`src/rtl/mips_pkg.sv`:
```
// Shared MIPS pipeline definitions: instruction constants and the fetch buffer entry.
// Latency: n/a (types and constants only).
// Backpressure: n/a.
package mips_pkg;

  localparam logic [31:0] NOP_INSTR        = 32'h0000_0000;
  localparam logic [31:0] PC_STEP          = 32'd4;
  localparam logic [31:0] DEFAULT_RESET_PC = 32'h0000_0000;

  // One fetched instruction together with the address it came from.
  typedef struct packed {
    logic [31:0] pc;
    logic [31:0] instr;
  } fetch_entry_t;

  // Clears the byte-offset bits so the result is a word address.
  function automatic logic [31:0] word_align(input logic [31:0] addr);
    return {addr[31:2], 2'b00};
  endfunction

endpackage

```
`src/rtl/fetch_buf.sv`:
```
// Instruction buffer: synchronous FIFO of fetch entries with flush.
// Latency: a push is visible at the head the cycle after it is written (no bypass).
// Backpressure: none internally; the owner must not push when full. Flush beats push.
module fetch_buf
  import mips_pkg::*;
#(
  parameter int DEPTH = 4,
  localparam int AW = $clog2(DEPTH),
  localparam int CW = AW + 1
) (
  input  logic         clk,
  input  logic         rst_n,
  input  logic         push_i,
  input  fetch_entry_t push_data_i,
  input  logic         pop_i,
  input  logic         flush_i,
  output fetch_entry_t head_o,
  output logic [CW-1:0] count_o,
  output logic         empty_o
);

  fetch_entry_t  mem_q [DEPTH];
  logic [AW-1:0] rd_ptr_q;
  logic [AW-1:0] wr_ptr_q;
  logic [CW-1:0] count_q;
  logic          do_push;
  logic          do_pop;

  // A flush discards everything, including anything arriving in the same cycle.
  assign do_push = push_i && !flush_i;
  assign do_pop  = pop_i && (count_q != '0) && !flush_i;

  // Pointer and occupancy bookkeeping.
  always_ff @(posedge clk or negedge rst_n) begin
    if (!rst_n) begin
      rd_ptr_q <= '0;
      wr_ptr_q <= '0;
      count_q  <= '0;
    end else if (flush_i) begin
      rd_ptr_q <= '0;
      wr_ptr_q <= '0;
      count_q  <= '0;
    end else begin
      if (do_push) wr_ptr_q <= wr_ptr_q + AW'(1);
      if (do_pop)  rd_ptr_q <= rd_ptr_q + AW'(1);
      count_q <= count_q + CW'(do_push) - CW'(do_pop);
    end
  end

  // Storage needs no reset: entries are only read while counted as valid.
  always_ff @(posedge clk) begin
    if (do_push) mem_q[wr_ptr_q] <= push_data_i;
  end

  assign head_o  = mem_q[rd_ptr_q];
  assign count_o = count_q;
  assign empty_o = (count_q == '0);

endmodule

```
`src/rtl/ifetch_unit.sv`:
```
// Fetch front-end: owns the PC, requests imem words, buffers in-order responses for IF/ID.
// Latency: a response reaches the outputs one cycle after it arrives; first request right out of reset.
// Backpressure: stall freezes the head; requests stop once in-flight + buffered reaches BUF_DEPTH.
module ifetch_unit
  import mips_pkg::*;
#(
  parameter logic [31:0] RESET_PC  = DEFAULT_RESET_PC,
  parameter int          BUF_DEPTH = 4
) (
  input  logic        clk,
  input  logic        rst_n,
  output logic        imem_req_valid,
  input  logic        imem_req_ready,
  output logic [31:0] imem_req_addr,
  input  logic        imem_resp_valid,
  input  logic [31:0] imem_resp_data,
  input  logic        redirect_valid,
  input  logic [31:0] redirect_pc,
  input  logic        stall,
  output logic [31:0] pc_out,
  output logic [31:0] instr_out,
  output logic        instr_valid
);

  localparam int CW = $clog2(BUF_DEPTH) + 1;
  localparam logic [31:0] RESET_PC_ALIGNED = {RESET_PC[31:2], 2'b00};

  logic [31:0]   fetch_pc_q, fetch_pc_d;
  // Address of the next live (non-stale) response, so the FIFO entry gets its PC.
  logic [31:0]   resp_pc_q, resp_pc_d;
  logic [CW-1:0] outstanding_q, outstanding_d;
  logic [CW-1:0] stale_q, stale_d;

  logic [CW-1:0] buf_count;
  logic          buf_empty;
  logic [CW:0]   credits_used;
  logic          req_accept;
  logic          resp_live;
  logic          resp_drop;
  logic          pop;
  fetch_entry_t  push_entry;
  fetch_entry_t  head;

  // Credits cover both buffered words and words still in flight, so the FIFO never overflows.
  assign credits_used   = {1'b0, outstanding_q} + {1'b0, buf_count};
  assign imem_req_valid = credits_used < (CW+1)'(BUF_DEPTH);
  assign imem_req_addr  = fetch_pc_q;
  assign req_accept     = imem_req_valid && imem_req_ready;

  assign resp_live = imem_resp_valid && (stale_q == '0);
  assign resp_drop = imem_resp_valid && (stale_q != '0);
  assign pop       = instr_valid && !stall;

  assign push_entry.pc    = resp_pc_q;
  assign push_entry.instr = imem_resp_data;

  // Next-state for PC, response tracking and counters; redirect overrides every other update.
  always_comb begin
    fetch_pc_d    = fetch_pc_q;
    resp_pc_d     = resp_pc_q;
    outstanding_d = outstanding_q + CW'(req_accept) - CW'(imem_resp_valid);
    stale_d       = stale_q;

    if (req_accept) fetch_pc_d = fetch_pc_q + PC_STEP;
    if (resp_live)  resp_pc_d  = resp_pc_q + PC_STEP;
    if (resp_drop)  stale_d    = stale_q - CW'(1);

    if (redirect_valid) begin
      fetch_pc_d = word_align(redirect_pc);
      resp_pc_d  = word_align(redirect_pc);
      // Everything still in flight after this edge, including a request accepted now, is wrong-path.
      stale_d    = outstanding_d;
    end
  end

  // Fetch state registers.
  always_ff @(posedge clk or negedge rst_n) begin
    if (!rst_n) begin
      fetch_pc_q    <= RESET_PC_ALIGNED;
      resp_pc_q     <= RESET_PC_ALIGNED;
      outstanding_q <= '0;
      stale_q       <= '0;
    end else begin
      fetch_pc_q    <= fetch_pc_d;
      resp_pc_q     <= resp_pc_d;
      outstanding_q <= outstanding_d;
      stale_q       <= stale_d;
    end
  end

  fetch_buf #(
    .DEPTH (BUF_DEPTH)
  ) u_fetch_buf (
    .clk         (clk),
    .rst_n       (rst_n),
    .push_i      (resp_live),
    .push_data_i (push_entry),
    .pop_i       (pop),
    .flush_i     (redirect_valid),
    .head_o      (head),
    .count_o     (buf_count),
    .empty_o     (buf_empty)
  );

  // An empty buffer presents a NOP bubble at PC 0.
  assign instr_valid = !buf_empty;
  assign pc_out      = buf_empty ? 32'h0 : head.pc;
  assign instr_out   = buf_empty ? NOP_INSTR : head.instr;

endmodule

```
`config.mk`:
```
export PLATFORM = sky130hd
export DESIGN_NAME = ifetch_unit
export DESIGN_NICKNAME = d
export VERILOG_FILES = /design/src/rtl/mips_pkg.sv /design/src/rtl/fetch_buf.sv /design/src/rtl/ifetch_unit.sv
export SDC_FILE = /design/constraint.sdc
export NUM_CORES = 1
export LEC_CHECK = 0
export BUFFER_PORTS_ARGS = -buffer_cell sky130_fd_sc_hd__buf_2
export CELL_PAD_IN_SITES_DETAIL_PLACEMENT = 1
export CELL_PAD_IN_SITES_GLOBAL_PLACEMENT = 1
export CORE_MARGIN = 2
export CORE_UTILIZATION = 44
export DETAILED_ROUTE_END_ITERATION = 6
export PLACE_DENSITY = 0.74
export SYNTH_ARGS = -nofsm -noshare
export SYNTH_HDL_FRONTEND = slang
export SYNTH_SLANG_ARGS = --single-unit
```
`constraint.sdc`:
```
create_clock -name clk -period 3 [get_ports clk]
set_input_delay 0.6 -clock clk [delete_from_list [all_inputs] [get_ports clk]]
set_output_delay 0.6 -clock clk [all_outputs]
set_load 0.005 [all_outputs]
```
==> flow_summary.ini <==
[floorplan]
die_h_um = 181
start_util_pct = 44.9
core_region_area_um2 = 30800
row_count = 64
dieWidth_um = 181
ios = 168
die_area_um2 = 32900

[global_routing]
grt_pass1_vias = 8997
grt_start_max_net_pins = 67
grt_use_total_pct = 20.0
overflow = 0
grt_pass1_wl_um = 51300
antenna_found_initial = 0

[critical_path]
cp-endpoint = instr_out[8]
r2r-end = stale_q[1]
worst-path-max-fanout = 23
crit_path_start_kind = register
r2r_slack_ns = 0.38
rr_worst_depth = 10
cp-startpoint = u_fetch_buf.rd_ptr_q[0]
arrival_ns = 2.26
path_class = reg -> out
reg2reg_from = outstanding_q[2]
cp.required_ns = 2.40
end_kind = output port

[synthesis]
synth_seq_cells = 321
synth.distinct_cells = 46
ys_warn_count = 0
yosysSeqAreaShare_pct = 66.9
syn_inst = 871
synth_area_um2 = 13900
syn_area_per_cell_um2 = 15.9

[timing]
finalHoldViolCount = 0
fin_crit_sh_pct = 95.5
worst_slack_ns = 0.136
slew_viol_final = 0
period_needed_ns = 2.86
relSlewSlack_pct = 53.4
skew_ns = 0.0292
fmax_ghz = 0.349
rsz0062_at_grt = false
tns_ns = 0
finalSetupViolCount = 0
worstMarginPinSlew_ns = 0.699

[cells_and_area]
antennaDiodeCount = 0
final_common_cell = edfxtp_1
mostFrequentLayoutCells = edfxtp_1 (248), buf_2 (161), nor2b_1 (80)
area_growth_pct = 19.1
fin_cells = 1475
layout-drive-gt1-share_pct = 30.8
fin_util_pct = 53.5
finalNetCount = 1138

[power]
p_leak_nw = 5.87
powerDensity_nw_per_um2 = 753
irDropWorstVdd_mv = 0.435

[worst_hold_path]
hp-class = in -> async

[clocking]
insertion_delay_ns = 0.52
clockBufferDepth = 3
numCtsBuffers = 35
cts_root_buffer = clkbuf_16
clk_pin_slew_worst_paths_ns = 0.06
clock_sinks = 321
cts_tree = built
postCtsHoldBufs = 0
cts_resized = 0
htreeDepth = 2

[detailed_routing]
drc = 0
ant_nets = 0
vias = 8330
drt_wl_total_um = 32200
via_per_inst = 5.65
drt_iter0_drc = 527
dr.pass1.iters = 4
routedWlPerCell_um = 21.8

[outcome]
status = complete, no violations

[placed_design]
place_ws_ns = 0.394
dp_cells = 1410
dpl.hpwl_um = 21000
gp_congestion = 0.798
numPortBuffers = 161

[flow_run]
cap_viol_max_count = 0
## per-layer routing
layer / up-vias / share of wire [%] / routed length [um] / track usage, %
met3: 33 / 5.3 / 1720 / 3.35
met4: 0 / 1.4 / 448 / 4.33
met1: 4275 / 45 / 14500 / 27.9
met5: - / 0 / 0 / 0
li1: 3770 / - / - / -
met2: 252 / 48 / 15500 / 33.2
## kinds of logic after synthesis
kind of cell / Yosys count / synth area share (%)
DFF: 321 / 66.9
and+or+nand+nor: 293 / 12.5
muxes: 79 / 11.4
AOI/OAI and AO/OA: 71 / 3.92
buffers and inverters: 63 / 1.94
xor gates and xnor gates: 27 / 1.71
adders and majority gates: 16 / 1.55
other: 1 / 0.0271
## metrics by stage
step	power, mW	hold WS (ns)	instance area [um2]
after detailed placement	8.33	0.549	15300
final	12.4	0.135	16500
after global placement	8.23	0.537	15300
after global routing	13.0	0.155	16500
after floorplan	7.15	0.304	13900
after CTS	12.6	0.140	16500
## report_power, final
group | internal, mW | switching (mW)
Clock | 2.48 | 1.72
Combinational | 1.39 | 1.43
Sequential | 5.09 | 0.313
## cell usage after synthesis, drive strengths merged
| cell type | count | area, um2 |
|---|---|---|
| and3 | 17 | 106 |
| or3 | 2 | 12.5 |
| nand4 | 22 | 150 |
| mux2i | 4 | 40.0 |
| a31o | 1 | 8.76 |
| nor3 | 23 | 115 |
| dfrtp | 73 | 1830 |
| edfxtp | 248 | 7450 |
| buf | 18 | 100 |
| a31oi | 8 | 50.1 |
| nand3b | 1 | 7.51 |
| or4 | 6 | 45.0 |
| nand2 | 25 | 93.8 |
| and2 | 13 | 81.3 |
| nor4 | 17 | 136 |
| clkbuf | 30 | 113 |
| nand2b | 3 | 18.8 |
| fa | 2 | 40.0 |
| xnor2 | 22 | 193 |
| nand4b | 3 | 26.3 |
| nor3b | 7 | 52.6 |
| a211oi | 9 | 67.6 |
| nand3 | 15 | 80.1 |
| nor4b | 1 | 23.8 |
| nor2b | 80 | 500 |
| a311oi | 22 | 193 |
| and4 | 13 | 114 |
| o31a | 8 | 70.1 |
| a21boi | 2 | 15.0 |
| mux2 | 13 | 146 |
| ha | 14 | 175 |
| o41a | 3 | 33.8 |
| conb | 1 | 3.75 |
| mux4 | 62 | 1400 |
| o21ai | 4 | 20.0 |
| o31ai | 6 | 45.0 |
| inv | 15 | 56.3 |
| a21oi | 8 | 40.0 |
| nor2 | 45 | 169 |
| xor2 | 5 | 43.8 |
## worst min path at each step
stage,endpoint,slack [ns],from
after floorplan,imem_req_addr[10],0.30,rst_n
after global placement,outstanding_q[0],0.54,outstanding_q[0]
after detailed placement,outstanding_q[0],0.55,outstanding_q[0]
after CTS,imem_req_addr[14],0.14,rst_n
after global routing,imem_req_addr[29],0.16,rst_n
final,imem_req_addr[12],0.13,rst_n
## flip-flops by register name (all words and copies together) (netlist names)
register	cells
u_fetch_buf.count_o	3
imem_req_addr	30
u_fetch_buf.rd_ptr_q	2
outstanding_q	3
resp_pc_q	30
u_fetch_buf.mem_q	248
u_fetch_buf.wr_ptr_q	2
stale_q	3
## what timing repair did
item / CTS / global route
endpoints found under the hold margin: 0 / 0
setup endpoints to repair: 31 / 0
setup buffers: 1 / 0
## worst max-delay path: stages, from the launching register on
cell and delay [ns]:
dfrtp_4 0.64, buf_12 0.27, mux4_2 0.52, nor2b_1 0.15
buf_2 0.14
## layout make-up
cell class	count	area [um2]
Timing Repair Buffer	189	1200
Sequential cell	321	9280
Tap cell	396	495
Fill cell	2976	14300
Clock buffer	48	976
Multi-Input combinational cell	490	4340
Clock inverter	16	159
Inverter	15	56.3
(Power assumes the default switching activity.)
